===== config.mk =====
export PLATFORM = sky130hd
export DESIGN_NAME = rv32i_inst_encoder_flat
export DESIGN_NICKNAME = d
export VERILOG_FILES = /design/src/rtl/rv32i_inst_encoder_if.sv /design/src/rtl/rv32i_inst_encoder.sv /design/src/flat_wrapper.sv
export SDC_FILE = /design/constraint.sdc
export NUM_CORES = 1
export LEC_CHECK = 0
export BUFFER_PORTS_ARGS = -buffer_cell sky130_fd_sc_hd__buf_2
export CAP_MARGIN = 15
export CORE_ASPECT_RATIO = 1.5
export CORE_MARGIN = 3
export CORE_UTILIZATION = 49
export CTS_CLUSTER_DIAMETER = 120
export DETAILED_ROUTE_END_ITERATION = 10
export GPL_TIMING_DRIVEN = 0
export PLACE_DENSITY = 0.82
export SYNTH_ARGS = -nofsm -noshare
export SYNTH_HDL_FRONTEND = slang
export SYNTH_SLANG_ARGS = --single-unit

===== constraint.sdc =====
create_clock -name clk -period 4.4 [get_ports clk]
set_clock_uncertainty 0.15 [all_clocks]
set_input_delay 0.88 -clock clk [delete_from_list [all_inputs] [get_ports clk]]
set_output_delay 0.88 -clock clk [all_outputs]
set_load 0.005 [all_outputs]

===== src/rtl/rv32i_inst_encoder_if.sv =====
// Request/write bus between an instruction source and the RV32I encoder.
// The encoder side uses the slave modport; the driving side uses master.
interface rv32i_inst_encoder_if #(
  parameter int unsigned DEPTH_WORDS = 256
);
  localparam int unsigned CNT_W = $clog2(DEPTH_WORDS + 1);

  logic             in_valid;
  logic             in_ready;
  logic [3:0]       fmt;
  logic [4:0]       alu_op;
  logic [2:0]       funct3_in;
  logic [4:0]       rd;
  logic [4:0]       rs1;
  logic [4:0]       rs2;
  logic [31:0]      imm;
  logic             done;
  logic             imem_we;
  logic [31:0]      imem_addr;
  logic [31:0]      imem_wdata;
  logic [CNT_W-1:0] count;
  logic             full;
  logic             err;

  modport slave (
    input  in_valid, fmt, alu_op, funct3_in, rd, rs1, rs2, imm, done,
    output in_ready, imem_we, imem_addr, imem_wdata, count, full, err
  );

  modport master (
    output in_valid, fmt, alu_op, funct3_in, rd, rs1, rs2, imm, done,
    input  in_ready, imem_we, imem_addr, imem_wdata, count, full, err
  );
endinterface


===== src/rtl/rv32i_inst_encoder.sv =====
// Packs decoded RV32I fields into machine words and writes them to
// consecutive instruction-memory locations, one word per two cycles.
module rv32i_inst_encoder #(
  parameter int unsigned DEPTH_WORDS = 256,
  parameter logic [31:0] BASE_ADDR   = 32'h0000_0000
) (
  input  logic                  clk,
  input  logic                  rst,
  rv32i_inst_encoder_if.slave   bus
);
  localparam int unsigned CNT_W = $clog2(DEPTH_WORDS + 1);

  localparam logic [1:0] S_IDLE   = 2'd0;
  localparam logic [1:0] S_WRITE  = 2'd1;
  localparam logic [1:0] S_FINISH = 2'd2;

  logic [1:0]       state_q, state_d;
  logic [CNT_W-1:0] count_q, count_d;
  logic             full_q, full_d;
  logic             err_q, err_d;
  logic             ready_q, ready_d;
  logic             we_q, we_d;
  logic [31:0]      addr_q, addr_d;
  logic [31:0]      wdata_q, wdata_d;
  logic             legal_c;
  logic [31:0]      word_c;

  function automatic logic [2:0] alu_funct3(input logic [4:0] op);
    case (op)
      5'd2:       alu_funct3 = 3'b001;
      5'd3:       alu_funct3 = 3'b010;
      5'd4:       alu_funct3 = 3'b011;
      5'd5:       alu_funct3 = 3'b100;
      5'd6, 5'd7: alu_funct3 = 3'b101;
      5'd8:       alu_funct3 = 3'b110;
      5'd9:       alu_funct3 = 3'b111;
      default:    alu_funct3 = 3'b000;
    endcase
  endfunction

  function automatic logic is_legal(input logic [3:0] f, input logic [4:0] op,
                                    input logic [2:0] f3);
    logic ok;
    ok = (f <= 4'd8) && (op <= 5'd10);
    if ((f == 4'd0 || f == 4'd1) && op == 5'd10) ok = 1'b0;
    if (f == 4'd1 && op == 5'd1) ok = 1'b0;
    if (f == 4'd6 && (f3 == 3'b010 || f3 == 3'b011)) ok = 1'b0;
    if (f == 4'd2 && (f3 == 3'b011 || f3 == 3'b110 || f3 == 3'b111)) ok = 1'b0;
    if (f == 4'd3 && (f3[2] || f3 == 3'b011)) ok = 1'b0;
    return ok;
  endfunction

  function automatic logic [31:0] encode(input logic [3:0] f, input logic [4:0] op,
                                         input logic [2:0] f3, input logic [4:0] d,
                                         input logic [4:0] s1, input logic [4:0] s2,
                                         input logic [31:0] im);
    logic [2:0] af3;
    logic [6:0] f7;
    logic       shift;
    af3   = alu_funct3(op);
    f7    = (op == 5'd1 || op == 5'd7) ? 7'b0100000 : 7'b0000000;
    shift = (op == 5'd2 || op == 5'd6 || op == 5'd7);
    case (f)
      4'd0:    encode = {f7, s2, s1, af3, d, 7'b0110011};
      4'd1:    encode = shift ? {f7, im[4:0], s1, af3, d, 7'b0010011}
                              : {im[11:0], s1, af3, d, 7'b0010011};
      4'd2:    encode = {im[11:0], s1, f3, d, 7'b0000011};
      4'd3:    encode = {im[11:5], s2, s1, f3, im[4:0], 7'b0100011};
      4'd4:    encode = {im[31:12], d, 7'b0110111};
      4'd5:    encode = {im[31:12], d, 7'b0010111};
      4'd6:    encode = {im[12], im[10:5], s2, s1, f3, im[4:1], im[11], 7'b1100011};
      4'd7:    encode = {im[20], im[10:1], im[11], im[19:12], d, 7'b1101111};
      4'd8:    encode = {im[11:0], s1, 3'b000, d, 7'b1100111};
      default: encode = 32'h0000_0000;
    endcase
  endfunction

  assign legal_c = is_legal(bus.fmt, bus.alu_op, bus.funct3_in);
  assign word_c  = encode(bus.fmt, bus.alu_op, bus.funct3_in, bus.rd,
                          bus.rs1, bus.rs2, bus.imm);

  // Next-state and registered-output logic
  always_comb begin
    state_d = state_q;
    count_d = count_q;
    full_d  = full_q;
    err_d   = err_q;
    we_d    = 1'b0;
    addr_d  = addr_q;
    wdata_d = wdata_q;
    case (state_q)
      S_IDLE: begin
        if (bus.in_valid && ready_q) begin
          if (bus.done) begin
            state_d = S_FINISH;
          end else if (!legal_c) begin
            err_d = 1'b1;
          end else begin
            state_d = S_WRITE;
            we_d    = 1'b1;
            addr_d  = BASE_ADDR + (32'(count_q) << 2);
            wdata_d = word_c;
          end
        end
      end
      S_WRITE: begin
        count_d = count_q + CNT_W'(1);
        full_d  = (count_d == CNT_W'(DEPTH_WORDS));
        state_d = S_IDLE;
      end
      S_FINISH: state_d = S_FINISH;
      default:  state_d = S_IDLE;
    endcase
    ready_d = (state_d == S_IDLE) && !full_d;
  end

  always_ff @(posedge clk or posedge rst) begin
    if (rst) begin
      state_q <= S_IDLE;
      count_q <= '0;
      full_q  <= 1'b0;
      err_q   <= 1'b0;
      ready_q <= 1'b1;
      we_q    <= 1'b0;
      addr_q  <= BASE_ADDR;
      wdata_q <= 32'h0000_0000;
    end else begin
      state_q <= state_d;
      count_q <= count_d;
      full_q  <= full_d;
      err_q   <= err_d;
      ready_q <= ready_d;
      we_q    <= we_d;
      addr_q  <= addr_d;
      wdata_q <= wdata_d;
    end
  end

  assign bus.in_ready   = ready_q;
  assign bus.imem_we    = we_q;
  assign bus.imem_addr  = addr_q;
  assign bus.imem_wdata = wdata_q;
  assign bus.count      = count_q;
  assign bus.full       = full_q;
  assign bus.err        = err_q;
endmodule


===== src/flat_wrapper.sv =====
// flat-port wrapper written by rule: the top's interface ports become plain ports
module rv32i_inst_encoder_flat 
#(
  parameter int unsigned DEPTH_WORDS = 256,
  parameter logic [31:0] BASE_ADDR   = 32'h0000_0000
)
  (clk, rst, bus_in_valid, bus_fmt, bus_alu_op, bus_funct3_in, bus_rd, bus_rs1, bus_rs2, bus_imm, bus_done, bus_in_ready, bus_imem_we, bus_imem_addr, bus_imem_wdata, bus_count, bus_full, bus_err);
  rv32i_inst_encoder_if #(.DEPTH_WORDS(DEPTH_WORDS)) bus_i ();
  input  logic clk;
  input  logic rst;
  input wire logic [$bits(bus_i.in_valid)-1:0] bus_in_valid;
  input wire logic [$bits(bus_i.fmt)-1:0] bus_fmt;
  input wire logic [$bits(bus_i.alu_op)-1:0] bus_alu_op;
  input wire logic [$bits(bus_i.funct3_in)-1:0] bus_funct3_in;
  input wire logic [$bits(bus_i.rd)-1:0] bus_rd;
  input wire logic [$bits(bus_i.rs1)-1:0] bus_rs1;
  input wire logic [$bits(bus_i.rs2)-1:0] bus_rs2;
  input wire logic [$bits(bus_i.imm)-1:0] bus_imm;
  input wire logic [$bits(bus_i.done)-1:0] bus_done;
  output wire logic [$bits(bus_i.in_ready)-1:0] bus_in_ready;
  output wire logic [$bits(bus_i.imem_we)-1:0] bus_imem_we;
  output wire logic [$bits(bus_i.imem_addr)-1:0] bus_imem_addr;
  output wire logic [$bits(bus_i.imem_wdata)-1:0] bus_imem_wdata;
  output wire logic [$bits(bus_i.count)-1:0] bus_count;
  output wire logic [$bits(bus_i.full)-1:0] bus_full;
  output wire logic [$bits(bus_i.err)-1:0] bus_err;
  assign bus_i.in_valid = bus_in_valid;
  assign bus_i.fmt = bus_fmt;
  assign bus_i.alu_op = bus_alu_op;
  assign bus_i.funct3_in = bus_funct3_in;
  assign bus_i.rd = bus_rd;
  assign bus_i.rs1 = bus_rs1;
  assign bus_i.rs2 = bus_rs2;
  assign bus_i.imm = bus_imm;
  assign bus_i.done = bus_done;
  assign bus_in_ready = bus_i.in_ready;
  assign bus_imem_we = bus_i.imem_we;
  assign bus_imem_addr = bus_i.imem_addr;
  assign bus_imem_wdata = bus_i.imem_wdata;
  assign bus_count = bus_i.count;
  assign bus_full = bus_i.full;
  assign bus_err = bus_i.err;
  rv32i_inst_encoder #(.DEPTH_WORDS(DEPTH_WORDS), .BASE_ADDR(BASE_ADDR)) u_core (.clk(clk), .rst(rst), .bus(bus_i));
endmodule

==> impl_metrics.sql <==
INSERT INTO impl_metrics (metric_group, metric, value, unit) VALUES
('clock_tree', 'ctsResizeCount', '0', ''),
('grt', 'number_of_antenna_violations_at_the_first_check_in_global_routing', '0', ''),
('logic_synthesis', 'postSynthAreaPerCell', '10.34', 'um^2'),
('critical_path', 'critical_path_class', 'input pin to register', ''),
('timing', 'slew_worst_pin', '0.7397', 'ns'),
('logic_synthesis', 'synth_top_area_share', '41.63', '%'),
('grt', 'grt_start_max_net_pins', '40', ''),
('die', 'coreArea', '6262', 'um^2'),
('timing', 'final-setup-viol-count', '0', ''),
('die', 'initial_utilization', '51.83', '%'),
('detailed_routing', 'number_of_vias_per_cell', '5.434', ''),
('outcome', 'run_status', 'finished clean', ''),
('final_layout', 'nNetsFinal', '524', ''),
('detailed_routing', 'drc_errors', '0', ''),
('logic_synthesis', 'postSynth.topFlopCell', 'sky130_fd_sc_hd__dfrtp_1', ''),
('die', 'chipHeight', '105.7', 'um'),
('clock_tree', 'clock_transition_time_at_the_flip_flop_clock_pins_of_the_worst_setup_and_hold_paths', '0.09', 'ns'),
('timing', 'final-max-slew-violation-count', '0', ''),
('grt', 'grt_pass1_wl', '13.05', 'mm'),
('job', 'maxcap_viol_count', '0', ''),
('final_layout', 'final_cell_mix', 'sky130_fd_sc_hd__buf_2 (119), sky130_fd_sc_hd__dfrtp_1 (54), sky130_fd_sc_hd__mux2_2 (34)', ''),
('power_and_ir_drop', 'power.static_leakage', '0.002272', 'uW'),
('timing', 'grt_setup_unrepaired', 'false', ''),
('detailed_routing', 'drt-initial-drc-count', '107', ''),
('clock_tree', 'post_cts_setup_repair_bufs', '0', ''),
('critical_path', 'worst-endpoint-required', '4.44', 'ns'),
('final_layout', 'n_antenna_cell', '0', ''),
('power_and_ir_drop', 'power_per_cell_area', '274.9', 'nW/um^2'),
('timing', 'maxSlewHeadroom', '50.31', '%'),
('critical_path', 'cp_max_fo', '10', ''),
('clock_tree', 'cts-root-buf', 'sky130_fd_sc_hd__clkbuf_8', ''),
('clock_tree', 'clock_tree.htree_level_count', '2', ''),
('clock_tree', 'cts.sink_count', '55', ''),
('timing', 'layout_worst_path_cycle_share', '62.22', '%'),
('final_layout', 'ratio_of_cells_with_drive_above_1_in_the_final_layout', '43.26', '%'),
('grt', 'globalRouteTotalUtil', '21.18', '%'),
('clock_tree', 'clock_path_buffers', '2', ''),
('die', 'floorplan.rows', '35', ''),
('logic_synthesis', 'post-synth-top-area-cell', 'sky130_fd_sc_hd__dfrtp_1', ''),
('logic_synthesis', 'yosysUniqueCellTypes', '55', ''),
('timing', 'final_hold_viol_count', '0', ''),
('clock_tree', 'cts_hold_buffers', '0', ''),
('detailed_routing', 'drtAntennaViolNets', '0', ''),
('logic_synthesis', 'top_post_synthesis_cells_by_area', 'sky130_fd_sc_hd__dfrtp_1 (42%), sky130_fd_sc_hd__mux2_2 (12%), sky130_fd_sc_hd__buf_4 (5.8%)', ''),
('timing', 'max_clock_freq', '365.2', 'MHz'),
('logic_synthesis', 'synthesized_instance_count', '314', ''),
('final_layout', 'final_area', '4128', 'um^2'),
('timing', 'total_negative_setup_slacks', '0', 'ns'),
('grt', 'grt_pass1_vias', '2900', ''),
('die', 'die-area', '7656', 'um^2'),
('detailed_routing', 'wl_per_cell', '15.34', 'um'),
('logic_synthesis', 'share_of_synthesized_registers_carrying_an_async_set_or_reset', '100.0', '%'),
('final_layout', 'area_delta_synth_final', '27.18', '%'),
('die', 'boundaryPins', '140', ''),
('min_path', 'holdCritPathClass', 'register to register', ''),
('critical_path', 'arrival', '2.78', 'ns'),
('grt', 'globalRoute.totalOverflow', '0', ''),
('logic_synthesis', 'yosys_synthesis_warning_count', '0', ''),
('final_layout', 'layout_commonest_cell', 'sky130_fd_sc_hd__buf_2', ''),
('critical_path', 'worstSetupStartpointType', 'input pin', ''),
('clock_tree', 'cts_buf_count', '5', ''),
('logic_synthesis', 'ys_ff_latch', '55', ''),
('clock_tree', 'tritoncts', 'done', ''),
('detailed_routing', 'drt_first_pass_iters', '4', ''),
('clock_tree', 'worstSkewPairLatency', '0.31', 'ns'),
('critical_path', 'timing.critical_path.to_type', 'register', ''),
('placed_design', 'globalplace.congestion', '0.8217', ''),
('die', 'die_w', '72.45', 'um'),
('logic_synthesis', 'ys_seq_area_share', '42.44', '%'),
('logic_synthesis', 'synth_enable_flop_cells', '0', ''),
('timing', 'timing.final.crit_period', '2.738', 'ns'),
('logic_synthesis', 'mapped_cell_area', '3246', 'um^2'),
('detailed_routing', 'wl', '8.194', 'mm'),
('power_and_ir_drop', 'power.ir.vdd_worst', '173.9', 'uV'),
('detailed_routing', 'vias', '2902', ''),
('placed_design', 'placement.cell_area', '4016', 'um^2'),
('placed_design', 'port_buffers', '115', ''),
('placed_design', 'place.detailed.hpwl', '6.606', 'mm');
==> area by class of cell <==
| type | instances | area, um^2 |
|---|---|---|
| flip-flops and latches | 55 | 1378 |
| clock buffers | 6 | 72.57 |
| well taps | 74 | 92.59 |
| clock inverters | 2 | 38.79 |
| repair buffers | 116 | 595.6 |
| multi-input cells | 226 | 1615 |
| fillers | 519 | 2135 |
| plain buffers | 42 | 286.5 |
| inverters | 13 | 48.80 |
==> critical path, cell delays in order <==
cell,delay (ns)
sky130_fd_sc_hd__buf_2,0.12
sky130_fd_sc_hd__or2_2,0.33
sky130_fd_sc_hd__a221oi_2,0.26
sky130_fd_sc_hd__o221ai_2,0.18
sky130_fd_sc_hd__nor3_4,0.43
sky130_fd_sc_hd__buf_6,0.22
sky130_fd_sc_hd__mux2_2,0.35
==> cells in the mapped netlist, types with 2 or more instances <==
cell type                  instances
sky130_fd_sc_hd__a211o_1           2
sky130_fd_sc_hd__a211oi_1          2
sky130_fd_sc_hd__a21oi_1          12
sky130_fd_sc_hd__a22o_1           15
sky130_fd_sc_hd__a22oi_1           7
sky130_fd_sc_hd__a311oi_1          2
sky130_fd_sc_hd__a31oi_1           4
sky130_fd_sc_hd__and3_1            3
sky130_fd_sc_hd__and3b_1           2
sky130_fd_sc_hd__buf_2             4
sky130_fd_sc_hd__buf_4            25
sky130_fd_sc_hd__buf_6             4
sky130_fd_sc_hd__clkbuf_1          9
sky130_fd_sc_hd__dfrtp_1          54
sky130_fd_sc_hd__ha_1              2
sky130_fd_sc_hd__inv_1            13
sky130_fd_sc_hd__mux2_1            3
sky130_fd_sc_hd__mux2_2           34
sky130_fd_sc_hd__mux2i_1           5
sky130_fd_sc_hd__nand2_1          15
sky130_fd_sc_hd__nand2b_1          7
sky130_fd_sc_hd__nand3_1           6
sky130_fd_sc_hd__nand4_1           2
sky130_fd_sc_hd__nor2_1           20
sky130_fd_sc_hd__nor2b_1           2
sky130_fd_sc_hd__nor3_1            5
sky130_fd_sc_hd__nor4_1            2
sky130_fd_sc_hd__o211ai_1          2
sky130_fd_sc_hd__o21ai_0           3
sky130_fd_sc_hd__o21bai_1          2
sky130_fd_sc_hd__o221ai_1          4
sky130_fd_sc_hd__o22ai_1           7
sky130_fd_sc_hd__or2_2             2
sky130_fd_sc_hd__or3_1             2
sky130_fd_sc_hd__xnor2_1           6
sky130_fd_sc_hd__xor2_1            6
==> registers in the layout, indices dropped and copies added (netlist names) <==
name                   flops
u_core.bus.imem_wdata     31
u_core.bus.imem_addr       9
u_core.state_q             2
u_core.bus.count           9
u_core.bus.in_ready        1
u_core.bus.full            1
u_core.bus.err             1
u_core.bus.imem_we         1
==> cells by family (layout without fill, tap and decap cells) <==
| family | count (synthesis) | in the layout | synth area share [%] |
|---|---|---|---|
| mux | 42 | 42 | 14.38 |
| flops | 55 | 55 | 42.44 |
| fa+ha+maj | 2 | 2 | 0.7709 |
| buf+inv | 55 | 179 | 10.33 |
| compound gates | 73 | 73 | 16.96 |
| simple gates | 74 | 74 | 11.76 |
| other cells | 1 | 23 | 0.1155 |
| xor+xnor | 12 | 12 | 3.238 |
==> through the flow <==
step	setup WS [ns]	util, %	power (uW)	hold WS, ns	std cells
after floorplan	1.666	-	703.1	0.2813	336
after global placement	1.348	63.82	794.8	0.2921	525
after detailed placement	1.317	64.14	804.2	0.3008	526
after CTS	1.641	65.91	1145	0.3185	534
after global routing	1.562	65.91	1193	0.3424	534
final	1.662	65.91	1135	0.3171	534
==> report_power, final <==
group / internal (uW) / total (uW) / switching (uW)
sequential: 544 / 566 / 22.1
combinational: 117 / 228 / 111
clock: 172 / 341 / 168
==> metal layers <==
layer | vias up | wire, um | global-route usage [%]
met1 | 1390 | 2953 | 20.94
li1 | 1386 | - | -
met2 | 107 | 4454 | 41.46
met3 | 19 | 545 | 4.198
met4 | 0 | 240 | 7.916
met5 | - | 0 | 0
==> path summary, 6_finish.rpt <==
check                                     from                   endpoint  slack (ns)  cells past startpoint
min in group asynchronous                  rst    u_core.bus.imem_addr[5]        0.38                      2
hold reg to reg              u_core.state_q[0]          u_core.state_q[1]        0.32                      1
setup reg to reg           u_core.bus.count[0]        u_core.bus.in_ready        2.13                      6
hold / removal               u_core.state_q[0]          u_core.state_q[1]        0.32                      1
max in group asynchronous                  rst        u_core.bus.in_ready        3.13                      3
setup / recovery                    bus_fmt[0]  u_core.bus.imem_wdata[13]        1.66                      7
(Power assumes the default switching activity.)
